$ cat src/rtl/turbo_pkg.sv
// rtl/turbo_pkg.sv - shared constants, state type and tap helper for the turbo encoder core
package turbo_pkg;

  localparam int K_W_DEFAULT = 13;
  localparam int TAIL_LEN    = 3;

  // Polynomial taps, bit i holds the coefficient of D^i.
  localparam logic [3:0] G0 = 4'b1101;  // feedback 1 + D^2 + D^3
  localparam logic [3:0] G1 = 4'b1011;  // parity   1 + D   + D^3

  typedef enum logic [2:0] {
    IDLE,
    ENC,
    TAIL1,
    TAIL2,
    DONE
  } enc_state_t;

  // XOR of the delay-line taps selected by a polynomial (D^1..D^3 terms only).
  function automatic logic tap_xor(input logic [3:0] g, input logic [3:1] s);
    return ^(g[3:1] & s);
  endfunction

endpackage

$ cat src/rtl/rsc_encoder.sv
// rtl/rsc_encoder.sv - one 8-state recursive systematic convolutional constituent encoder
module rsc_encoder
  import turbo_pkg::*;
(
  input  logic clk,
  input  logic aclr_n,
  input  logic clr,
  input  logic step,
  input  logic term,
  input  logic c_in,
  output logic c,
  output logic z
);

  // s[1] is the newest delay element, s[3] the oldest.
  logic [3:1] s;
  logic       fb;
  logic       a;

  // Feedback, effective input (feedback itself while terminating, so a = 0) and parity
  always_comb begin
    fb = tap_xor(G0, s);
    c  = term ? fb : c_in;
    a  = c ^ fb;
    z  = (G1[0] & a) ^ tap_xor(G1, s);
  end

  // Delay line: clear takes priority over a step
  always_ff @(posedge clk or negedge aclr_n) begin
    if (!aclr_n) begin
      s <= '0;
    end else if (clr) begin
      s <= '0;
    end else if (step) begin
      s <= {s[2:1], a};
    end
  end

endmodule

$ cat src/rtl/turbo_encoder_core.sv
// rtl/turbo_encoder_core.sv - rate-1/3 turbo encoder with systematic FIFO and trellis termination
module turbo_encoder_core
  import turbo_pkg::*;
#(
  parameter int K_W        = K_W_DEFAULT,
  parameter int FIFO_DEPTH = 512,
  parameter int FIFO_AW    = $clog2(FIFO_DEPTH)
) (
  input  logic               clk,
  input  logic               aclr_n,
  input  logic               start,
  input  logic [K_W-1:0]     blk_k,
  input  logic               sys_valid,
  input  logic               sys_bit,
  output logic               sys_ready,
  input  logic               int_valid,
  input  logic               int_bit,
  output logic               read_request,
  output logic               out_valid,
  input  logic               out_ready,
  output logic               xk,
  output logic               zk1,
  output logic               zk2,
  output logic               tail,
  output logic               busy,
  output logic               done,
  output logic               fifo_ovf,
  output logic [FIFO_AW:0]   fifo_level
);

  localparam logic [1:0] TAIL_LAST = 2'(TAIL_LEN - 1);
  localparam logic [1:0] TAIL_WAIT = 2'(TAIL_LEN);

  // Systematic FIFO
  logic               fifo_mem [FIFO_DEPTH];
  logic [FIFO_AW-1:0] wr_ptr;
  logic [FIFO_AW-1:0] rd_ptr;
  logic [FIFO_AW:0]   level_q;
  logic               ovf_q;
  logic               push;
  logic               pop;
  logic               fifo_empty;
  logic               fifo_dout;

  // Control state
  enc_state_t         state;
  enc_state_t         state_n;
  logic [K_W-1:0]     k_q;
  logic [K_W-1:0]     bit_cnt;
  logic [1:0]         tail_cnt;
  logic               cnt_last;
  logic               adv;

  // Output beat register
  logic               ov_q;
  logic               xk_q;
  logic               zk1_q;
  logic               zk2_q;
  logic               tail_q;

  // Decoded controls
  logic               fire;
  logic               ld_out;
  logic               nx_xk;
  logic               nx_zk1;
  logic               nx_zk2;
  logic               nx_tail;
  logic               k_ld;
  logic               rsc_clr;
  logic               rsc1_step;
  logic               rsc2_step;
  logic               cnt_clr;
  logic               cnt_inc;
  logic               tcnt_clr;
  logic               tcnt_inc;

  // Constituent encoder hookups
  logic               rsc1_term;
  logic               rsc2_term;
  logic               rsc1_c;
  logic               rsc1_z;
  logic               rsc2_c;
  logic               rsc2_z;

  // Full is judged on the registered level alone, so a pop never frees a slot in the same cycle.
  assign sys_ready  = (level_q != (FIFO_AW + 1)'(FIFO_DEPTH));
  assign push       = sys_valid && sys_ready;
  assign pop        = fire;
  assign fifo_empty = (level_q == '0);
  assign fifo_dout  = fifo_mem[rd_ptr];

  assign adv        = !ov_q || out_ready;
  assign cnt_last   = ((bit_cnt + K_W'(1)) == k_q);

  assign rsc1_term  = (state == TAIL1);
  assign rsc2_term  = (state == TAIL2);

  assign read_request = fire;
  assign out_valid    = ov_q;
  assign xk           = xk_q;
  assign zk1          = zk1_q;
  assign zk2          = zk2_q;
  assign tail         = tail_q;
  assign busy         = (state != IDLE);
  assign done         = (state == DONE);
  assign fifo_ovf     = ovf_q;
  assign fifo_level   = level_q;

  rsc_encoder u_rsc1 (
    .clk    (clk),
    .aclr_n (aclr_n),
    .clr    (rsc_clr),
    .step   (rsc1_step),
    .term   (rsc1_term),
    .c_in   (fifo_dout),
    .c      (rsc1_c),
    .z      (rsc1_z)
  );

  rsc_encoder u_rsc2 (
    .clk    (clk),
    .aclr_n (aclr_n),
    .clr    (rsc_clr),
    .step   (rsc2_step),
    .term   (rsc2_term),
    .c_in   (int_bit),
    .c      (rsc2_c),
    .z      (rsc2_z)
  );

  // FIFO storage: data only, no reset needed since pointers gate every read
  always_ff @(posedge clk) begin
    if (push) begin
      fifo_mem[wr_ptr] <= sys_bit;
    end
  end

  // FIFO pointers, fill level and sticky overflow flag
  always_ff @(posedge clk or negedge aclr_n) begin
    if (!aclr_n) begin
      wr_ptr  <= '0;
      rd_ptr  <= '0;
      level_q <= '0;
      ovf_q   <= 1'b0;
    end else begin
      if (push) begin
        wr_ptr <= wr_ptr + FIFO_AW'(1);
      end
      if (pop) begin
        rd_ptr <= rd_ptr + FIFO_AW'(1);
      end
      if (push && !pop) begin
        level_q <= level_q + (FIFO_AW + 1)'(1);
      end else if (pop && !push) begin
        level_q <= level_q - (FIFO_AW + 1)'(1);
      end
      if (sys_valid && !sys_ready) begin
        ovf_q <= 1'b1;
      end
    end
  end

  // FSM state register
  always_ff @(posedge clk or negedge aclr_n) begin
    if (!aclr_n) begin
      state <= IDLE;
    end else begin
      state <= state_n;
    end
  end

  // Next state plus per-cycle datapath controls
  always_comb begin
    state_n   = state;
    fire      = 1'b0;
    ld_out    = 1'b0;
    nx_xk     = 1'b0;
    nx_zk1    = 1'b0;
    nx_zk2    = 1'b0;
    nx_tail   = 1'b0;
    k_ld      = 1'b0;
    rsc_clr   = 1'b0;
    rsc1_step = 1'b0;
    rsc2_step = 1'b0;
    cnt_clr   = 1'b0;
    cnt_inc   = 1'b0;
    tcnt_clr  = 1'b0;
    tcnt_inc  = 1'b0;
    case (state)
      IDLE: begin
        if (start) begin
          k_ld     = 1'b1;
          rsc_clr  = 1'b1;
          cnt_clr  = 1'b1;
          tcnt_clr = 1'b1;
          state_n  = (blk_k == '0) ? TAIL1 : ENC;
        end
      end
      ENC: begin
        if (!fifo_empty && int_valid && adv) begin
          fire      = 1'b1;
          ld_out    = 1'b1;
          nx_xk     = fifo_dout;
          nx_zk1    = rsc1_z;
          nx_zk2    = rsc2_z;
          rsc1_step = 1'b1;
          rsc2_step = 1'b1;
          cnt_inc   = 1'b1;
          if (cnt_last) begin
            state_n = TAIL1;
          end
        end
      end
      TAIL1: begin
        if (adv) begin
          ld_out    = 1'b1;
          nx_xk     = rsc1_c;
          nx_zk1    = rsc1_z;
          nx_tail   = 1'b1;
          rsc1_step = 1'b1;
          if (tail_cnt == TAIL_LAST) begin
            tcnt_clr = 1'b1;
            state_n  = TAIL2;
          end else begin
            tcnt_inc = 1'b1;
          end
        end
      end
      TAIL2: begin
        // After the third beat, wait here until that beat is taken.
        if (tail_cnt == TAIL_WAIT) begin
          if (adv) begin
            state_n = DONE;
          end
        end else if (adv) begin
          ld_out    = 1'b1;
          nx_xk     = rsc2_c;
          nx_zk2    = rsc2_z;
          nx_tail   = 1'b1;
          rsc2_step = 1'b1;
          tcnt_inc  = 1'b1;
        end
      end
      DONE: begin
        state_n = IDLE;
      end
      default: begin
        state_n = IDLE;
      end
    endcase
  end

  // Block length capture and bit / tail counters
  always_ff @(posedge clk or negedge aclr_n) begin
    if (!aclr_n) begin
      k_q      <= '0;
      bit_cnt  <= '0;
      tail_cnt <= '0;
    end else begin
      if (k_ld) begin
        k_q <= blk_k;
      end
      if (cnt_clr) begin
        bit_cnt <= '0;
      end else if (cnt_inc) begin
        bit_cnt <= bit_cnt + K_W'(1);
      end
      if (tcnt_clr) begin
        tail_cnt <= '0;
      end else if (tcnt_inc) begin
        tail_cnt <= tail_cnt + 2'd1;
      end
    end
  end

  // Output beat register: payload holds until replaced, valid drops once taken
  always_ff @(posedge clk or negedge aclr_n) begin
    if (!aclr_n) begin
      ov_q   <= 1'b0;
      xk_q   <= 1'b0;
      zk1_q  <= 1'b0;
      zk2_q  <= 1'b0;
      tail_q <= 1'b0;
    end else if (ld_out) begin
      ov_q   <= 1'b1;
      xk_q   <= nx_xk;
      zk1_q  <= nx_zk1;
      zk2_q  <= nx_zk2;
      tail_q <= nx_tail;
    end else if (out_ready) begin
      ov_q   <= 1'b0;
    end
  end

endmodule

$ cat config.mk
export PLATFORM = sky130hd
export DESIGN_NAME = turbo_encoder_core
export DESIGN_NICKNAME = d
export VERILOG_FILES = /design/src/rtl/turbo_pkg.sv /design/src/rtl/rsc_encoder.sv /design/src/rtl/turbo_encoder_core.sv
export SDC_FILE = /design/constraint.sdc
export NUM_CORES = 1
export LEC_CHECK = 0
export CAP_MARGIN = 15
export CORE_ASPECT_RATIO = 1.2
export CORE_MARGIN = 1.5
export CORE_UTILIZATION = 63
export CTS_CLUSTER_SIZE = 28
export DETAILED_ROUTE_END_ITERATION = 10
export PLACE_DENSITY = 0.8
export SKIP_CTS_REPAIR_TIMING = 1
export SKIP_LAST_GASP = 1
export SLEW_MARGIN = 0
export SYNTH_ARGS = -nofsm -noshare
export SYNTH_HDL_FRONTEND = slang
export SYNTH_SLANG_ARGS = --single-unit
$ cat constraint.sdc
create_clock -name clk -period 4.5 [get_ports clk]
set_clock_uncertainty 0.2 [all_clocks]
set_input_delay 0.9 -clock clk [delete_from_list [all_inputs] [get_ports clk]]
set_output_delay 0.9 -clock clk [all_outputs]
set_load 0.03 [all_outputs]
==> impl_metrics.env, run 1 <==
export IMPL_status="complete, no violations"
export IMPL_dp_hpwl_mm=34.0
export IMPL_cpMostUsedCell="nor2_1"
export IMPL_grt_max_degree=173
export IMPL_min_period_ns=4.09
export IMPL_layout_cells_non_filler=2525
export IMPL_die_width_um=189
export IMPL_grt_pass1_vias=16407
export IMPL_synthCells=1935
export IMPL_layout_drive_gt1_share_pct=11.9
export IMPL_maxCapViolCount=0
export IMPL_yosys_top_cells_area="edfxtp_1, nor2_1, mux4_2, dfrtp_1, mux4_1"
export IMPL_wl_per_cell_um=24.0
export IMPL_clock_sinks=583
export IMPL_synth_ff_type="edfxtp_1"
export IMPL_port_buffers=40
export IMPL_insertion_delay_ns=0.61
export IMPL_yosys_warnings=0
export IMPL_synthXorXnorAreaFrac_pct=1.87
export IMPL_p_leak_nw=9.42
export IMPL_r2r_slack_ns=0.41
export IMPL_vias=16268
export IMPL_ff2ff_path_depth=10
export IMPL_hold_path_class="in -> async"
export IMPL_chipHeight_um=227
export IMPL_start_util_pct=64.2
export IMPL_setup_ws_ns=0.415
export IMPL_synth_top_area_share_pct=58.5
export IMPL_place_inst=2421
export IMPL_arrival_ns=4.37
export IMPL_period_share_pct=90.8
export IMPL_numCtsBuffers=57
export IMPL_final_nets=1980
export IMPL_cp_end_kind="register"
export IMPL_rr_endpoint="zk1"
export IMPL_timing_setup_tns_ns=0
export IMPL_die_area_um2=43000
export IMPL_synth_simple_area_share_pct=12.3
export IMPL_cp_start_kind="register"
export IMPL_yosysTopAreaCell="edfxtp_1"
export IMPL_report_final_slew_viol_count=0
export IMPL_async_flop_share_pct=12.2
export IMPL_drtPass1Iterations=7
export IMPL_antenna_found_initial=0
export IMPL_drtIter0Drc=1701
export IMPL_max_freq_ghz=0.245
export IMPL_cp_required_ns=4.78
export IMPL_track_usage_pct=29.0
export IMPL_power_density_nw_per_um2=575
export IMPL_worst_pin_slew_ns=1.26
export IMPL_muxShareOfSynthArea_pct=12.6
export IMPL_core_region_area_um2=40900
export IMPL_hold_viol_final=0
export IMPL_synth_area_um2=26300
export IMPL_ant_nets=0
export IMPL_synth_edf_count=512
export IMPL_crit_path_cell_trace="clkinv_1 > buf_4 > mux4_2 > nor2_1 > a311oi_1 > o32ai_1 > nor4_1 > nor2_1 > a2111oi_2 > nand2_1"
export IMPL_io_pins=41
export IMPL_synth_top_family_by_area="multiplexers"
export IMPL_criticalPathCategory="reg -> reg"
export IMPL_path_clk_slew_ns=0.06
export IMPL_drt_vias_per_instance=6.44
export IMPL_gp_congestion=0.854
export IMPL_cp_slowest_stage_delay_ns=0.79
export IMPL_r2r_start="rd_ptr[1]"
export IMPL_avgSynthCellArea_um2=13.6
export IMPL_drc=0
export IMPL_synthToLayoutAreaGrowth_pct=9.63
export IMPL_ctsHtreeMaxLevel=2
export IMPL_max_slew_margin_pct=15.7
export IMPL_grt_first_pass_wirelength_mm=92.4
export IMPL_ys_seq_elements=583
export IMPL_synth_compound_area_share_pct=3.86
export IMPL_crit_fanout=18
export IMPL_startpoint="rd_ptr[1]"
export IMPL_pre_cts_ws_ns=0.0211
export IMPL_rsz0062_at_grt="false"
export IMPL_setup_viol=0
export IMPL_cts_tree="built"
export IMPL_total_power_mw=16.6
export IMPL_wirelength_mm=60.7
export IMPL_diodes=0
export IMPL_clockBufferDepth=3
export IMPL_nFillCells=2643
export IMPL_crit_slowest_cell="dfrtp_1"
export IMPL_root_buffer="clkbuf_16"
export IMPL_grt_overflow=0
export IMPL_synth_net_count=1974
export IMPL_rows=81
export IMPL_final_core_util_pct=70.4
export IMPL_ys_seq_area_share_pct=65.2
export IMPL_synth_cell_types=65
export IMPL_synth_fa_ha_area_share_pct=0.885
export IMPL_vdd_drop_max_mv=0.455
[layout make-up]
cell class | instances | area, µm² | area share [%]
Tap cell | 539 | 674 | 2.34
Clock buffer | 79 | 1540 | 5.34
Timing Repair Buffer | 92 | 866 | 3.00
Inverter | 19 | 71.3 | 0.247
Sequential cell | 583 | 17200 | 59.5
Multi-Input combinational cell | 1188 | 8280 | 28.7
Clock inverter | 25 | 230 | 0.799
[cells in the final DEF, fill, tap and decap left out, drive strengths merged, types with 10 or more instances in the layout]
cell             n
a21oi           23
and2            11
ha              17
nand3           17
clkinv          18
o21ai           46
clkbuf          79
edfxtp         512
xor2            24
inv             18
nor3            10
nand2          142
buf             55
xnor2           32
mux2i           41
dfrtp           71
mux4           120
nor2           558
a22oi           20
clkdlybuf4s50   37
[cells by family (layout without fill, tap and decap cells)]
logic type / count (synthesis) / after routing
adder cells (fa/ha/maj): 18 / 18
flip-flops: 583 / 583
AND/OR/NAND/NOR: 796 / 796
multiplexers: 167 / 167
buffers and inverters: 164 / 215
AO/OA/AOI/OAI: 151 / 151
XOR/XNOR: 56 / 56
[synthesized netlist by cell type (7+ instances only)]
| master | count |
|---|---|
| a21oi_1 | 23 |
| a221oi_1 | 7 |
| a22oi_1 | 19 |
| and2_1 | 11 |
| and3_1 | 8 |
| buf_12 | 9 |
| buf_2 | 13 |
| clkbuf_1 | 105 |
| dfrtp_1 | 71 |
| edfxtp_1 | 512 |
| ha_1 | 17 |
| inv_1 | 18 |
| mux2i_1 | 41 |
| mux4_1 | 35 |
| mux4_2 | 85 |
| nand2_1 | 142 |
| nand3_1 | 17 |
| nand4_1 | 8 |
| nor2_1 | 558 |
| nor2b_1 | 9 |
| nor3_1 | 10 |
| nor3b_1 | 7 |
| nor4_1 | 8 |
| o21ai_0 | 41 |
| o31ai_1 | 7 |
| xnor2_1 | 32 |
| xor2_1 | 24 |
[metrics by stage]
stage | hold WS, ns | area (µm²)
3_3_place_gp | 0.254 | 27000
6_report | 0.230 | 28800
2_1_floorplan | 0.265 | 26300
5_1_grt | 0.289 | 28800
3_5_place_dp | 0.283 | 27000
4_1_cts | 0.241 | 28800
[per-layer routing]
| layer | vias to the layer above | wire, µm | track usage (%) |
|---|---|---|---|
| li1 | 7053 | - | - |
| met1 | 8143 | 21800 | 35.9 |
| met2 | 891 | 30700 | 50.5 |
| met3 | 181 | 5460 | 4.74 |
| met4 | 0 | 2710 | 13.1 |
| met5 | - | 0 | 0 |
[flip-flops by register name, summed over array words and instances, names as in the netlist, 2 cells and up]
| name | cells |
|---|---|
| state | 3 |
| k_q | 13 |
| tail_cnt | 2 |
| wr_ptr | 9 |
| fifo_level | 10 |
| fifo_mem | 512 |
| rd_ptr | 9 |
| bit_cnt | 13 |
| u_rsc1.s | 3 |
| u_rsc2.s | 3 |
[report_power, final]
group / total [mW] / switching, mW / internal [mW]
combinational: 5.39 / 3.09 / 2.30
clock: 4.55 / 1.94 / 2.61
sequential: 6.63 / 0.477 / 6.15
[worst max-delay path, delay by kind of cell, from the launching register on]
| family | cells | cell delay, ns |
|---|---|---|
| compound gates | 3 | 1.04 |
| buf+inv | 2 | 0.82 |
| flops | 1 | 0.79 |
| simple gates | 4 | 0.72 |
| mux | 1 | 0.38 |
[worst max path at each step]
| stage | to | slack [ns] |
|---|---|---|
| 2_1_floorplan | fifo_level[9] | 0.05 |
| 3_5_place_dp | fifo_level[9] | 0.02 |
| 6_report | zk1 | 0.41 |
| 4_1_cts | zk1 | 0.51 |
| 5_1_grt | fifo_level[9] | 0.21 |
| 3_3_place_gp | fifo_level[9] | 0.15 |
Power figures use the tool's default switching activity.
==> run 2, diff against run 1 <==
--- a/config.mk
+++ b/config.mk
@@ -5,7 +5,7 @@
 export SDC_FILE = /design/constraint.sdc
 export NUM_CORES = 1
 export LEC_CHECK = 0
-export CAP_MARGIN = 15
+export CAP_MARGIN = 20
 export CORE_ASPECT_RATIO = 1.2
 export CORE_MARGIN = 1.5
 export CORE_UTILIZATION = 63
==> run 2 against run 1 <==
Effect of this change: fmax up 1.5%; routed wire length about the same; die area unchanged; combinational power about the same; sequential cell count unchanged; critical path depth unchanged; design area about the same.
==> impl_metrics.env, run 2 (synthesized netlist as in run 1, its figures left out) <==
export IMPL_path_clk_slew_ns=0.06
export IMPL_vdd_drop_max_mv=0.459
export IMPL_grt_first_pass_wirelength_mm=92.4
export IMPL_p_leak_nw=9.43
export IMPL_wl_per_cell_um=24.0
export IMPL_cp_required_ns=4.78
export IMPL_die_width_um=189
export IMPL_nFillCells=2642
export IMPL_rows=81
export IMPL_status="complete, no violations"
export IMPL_rsz0062_at_grt="false"
export IMPL_cp_start_kind="register"
export IMPL_clockBufferDepth=3
export IMPL_rr_endpoint="zk1"
export IMPL_port_buffers=40
export IMPL_vias=16269
export IMPL_largest_register="fifo_mem"
export IMPL_startpoint="rd_ptr[1]"
export IMPL_crit_path_end="zk1"
export IMPL_chipHeight_um=227
export IMPL_cp_end_kind="register"
export IMPL_die_area_um2=43000
export IMPL_numCtsBuffers=57
export IMPL_ff2ff_path_depth=10
export IMPL_drtIter0Drc=1743
export IMPL_period_share_pct=89.5
export IMPL_min_period_ns=4.03
export IMPL_reg_top3="fifo_mem x512, bit_cnt x13, k_q x13"
export IMPL_criticalPathCategory="reg -> reg"
export IMPL_setup_ws_ns=0.474
export IMPL_root_buffer="clkbuf_16"
export IMPL_final_common_cell="nor2_1"
export IMPL_drt_vias_per_instance=6.44
export IMPL_power_density_nw_per_um2=575
export IMPL_report_final_slew_viol_count=0
export IMPL_layout_cells_non_filler=2526
export IMPL_grt_overflow=0
export IMPL_wirelength_mm=60.7
export IMPL_layout_drive_gt1_share_pct=12.0
export IMPL_core_region_area_um2=40900
export IMPL_arrival_ns=4.31
export IMPL_maxCapViolCount=0
export IMPL_grt_pass1_vias=16407
export IMPL_worst_pin_slew_ns=1.06
export IMPL_total_power_mw=16.6
export IMPL_final_nets=1981
export IMPL_io_pins=41
export IMPL_timing_setup_tns_ns=0
export IMPL_max_freq_ghz=0.248
export IMPL_pre_cts_ws_ns=0.0211
export IMPL_hold_viol_final=0
export IMPL_insertion_delay_ns=0.61
export IMPL_drc=0
export IMPL_ant_nets=0
export IMPL_dp_hpwl_mm=34.0
export IMPL_gp_congestion=0.854
export IMPL_seq_area_um2=17200
export IMPL_diodes=0
export IMPL_crit_fanout=18
export IMPL_ctsHtreeMaxLevel=2
export IMPL_track_usage_pct=29.0
export IMPL_synthToLayoutAreaGrowth_pct=9.67
export IMPL_antenna_found_initial=0
export IMPL_r2r_start="rd_ptr[1]"
export IMPL_max_slew_margin_pct=28.9
export IMPL_clock_sinks=583
export IMPL_r2r_slack_ns=0.47
export IMPL_setup_viol=0
export IMPL_multi_input_area_um2=8280
export IMPL_start_util_pct=64.2
export IMPL_cts_tree="built"
export IMPL_drtPass1Iterations=5
export IMPL_place_inst=2421
export IMPL_largest_register_ffs=512
export IMPL_grt_max_degree=173
export IMPL_layout_common_cells="nor2_1, edfxtp_1, nand2_1"
export IMPL_hold_path_class="in -> async"
==> run 2: metal layers <==
metal / track usage (%) / vias to the layer above / share of wire [%]
met5: 0 / - / 0
met2: 50.5 / 881 / 51
met1: 35.9 / 8153 / 36
met3: 4.74 / 179 / 9.2
li1: - / 7056 / -
met4: 13.1 / 0 / 4.3
==> run 2: worst max-delay path: stages, from the launching register on <==
cell and delay, ns:
dfrtp_1 0.78, clkinv_1 0.45, buf_4 0.36, mux4_2 0.38, nor2_1 0.05, a311oi_1 0.40, o32ai_1 0.27, nor4_1 0.42
nor2_1 0.17, a2111oi_2 0.33, nand2_1 0.08
==> run 2: worst min-delay path by stage <==
| stage | start | end | cells past startpoint |
|---|---|---|---|
| 5_1_grt | aclr_n | fifo_level[7] | 1 |
| 3_3_place_gp | fifo_ovf | fifo_ovf | 1 |
| 6_report | aclr_n | fifo_level[8] | 1 |
| 2_1_floorplan | k_q[0] | k_q[0] | 2 |
| 3_5_place_dp | tail | tail | 1 |
| 4_1_cts | aclr_n | fifo_level[7] | 1 |
==> run 2: layout make-up <==
class | count | area share (%)
clock buffer | 79 | 5.34
timing repair buffer | 93 | 3.04
sequential | 583 | 59.5
inverter | 19 | 0.247
clock inverter | 25 | 0.799
tap | 539 | 2.34
multi-input combinational | 1188 | 28.7
==> run 2: report_power, final <==
| part | leakage (nW) | internal (mW) | switching [mW] | total (mW) |
|---|---|---|---|---|
| registers | 5.50 | 6.15 | 0.474 | 6.63 |
| logic | 3.08 | 2.30 | 3.10 | 5.40 |
| clock network | 0.852 | 2.61 | 1.94 | 4.55 |
| total | 9.43 | 11.1 | 5.51 | 16.6 |
==> run 2: metrics by stage <==
step	hold WS, ns	area [µm²]	util (%)
global placement	0.254	27000	66.1
CTS	0.241	28800	70.4
floorplan	0.265	26300	-
detailed placement	0.283	27000	66.1
global route	0.289	28800	70.4
finish	0.230	28800	70.4
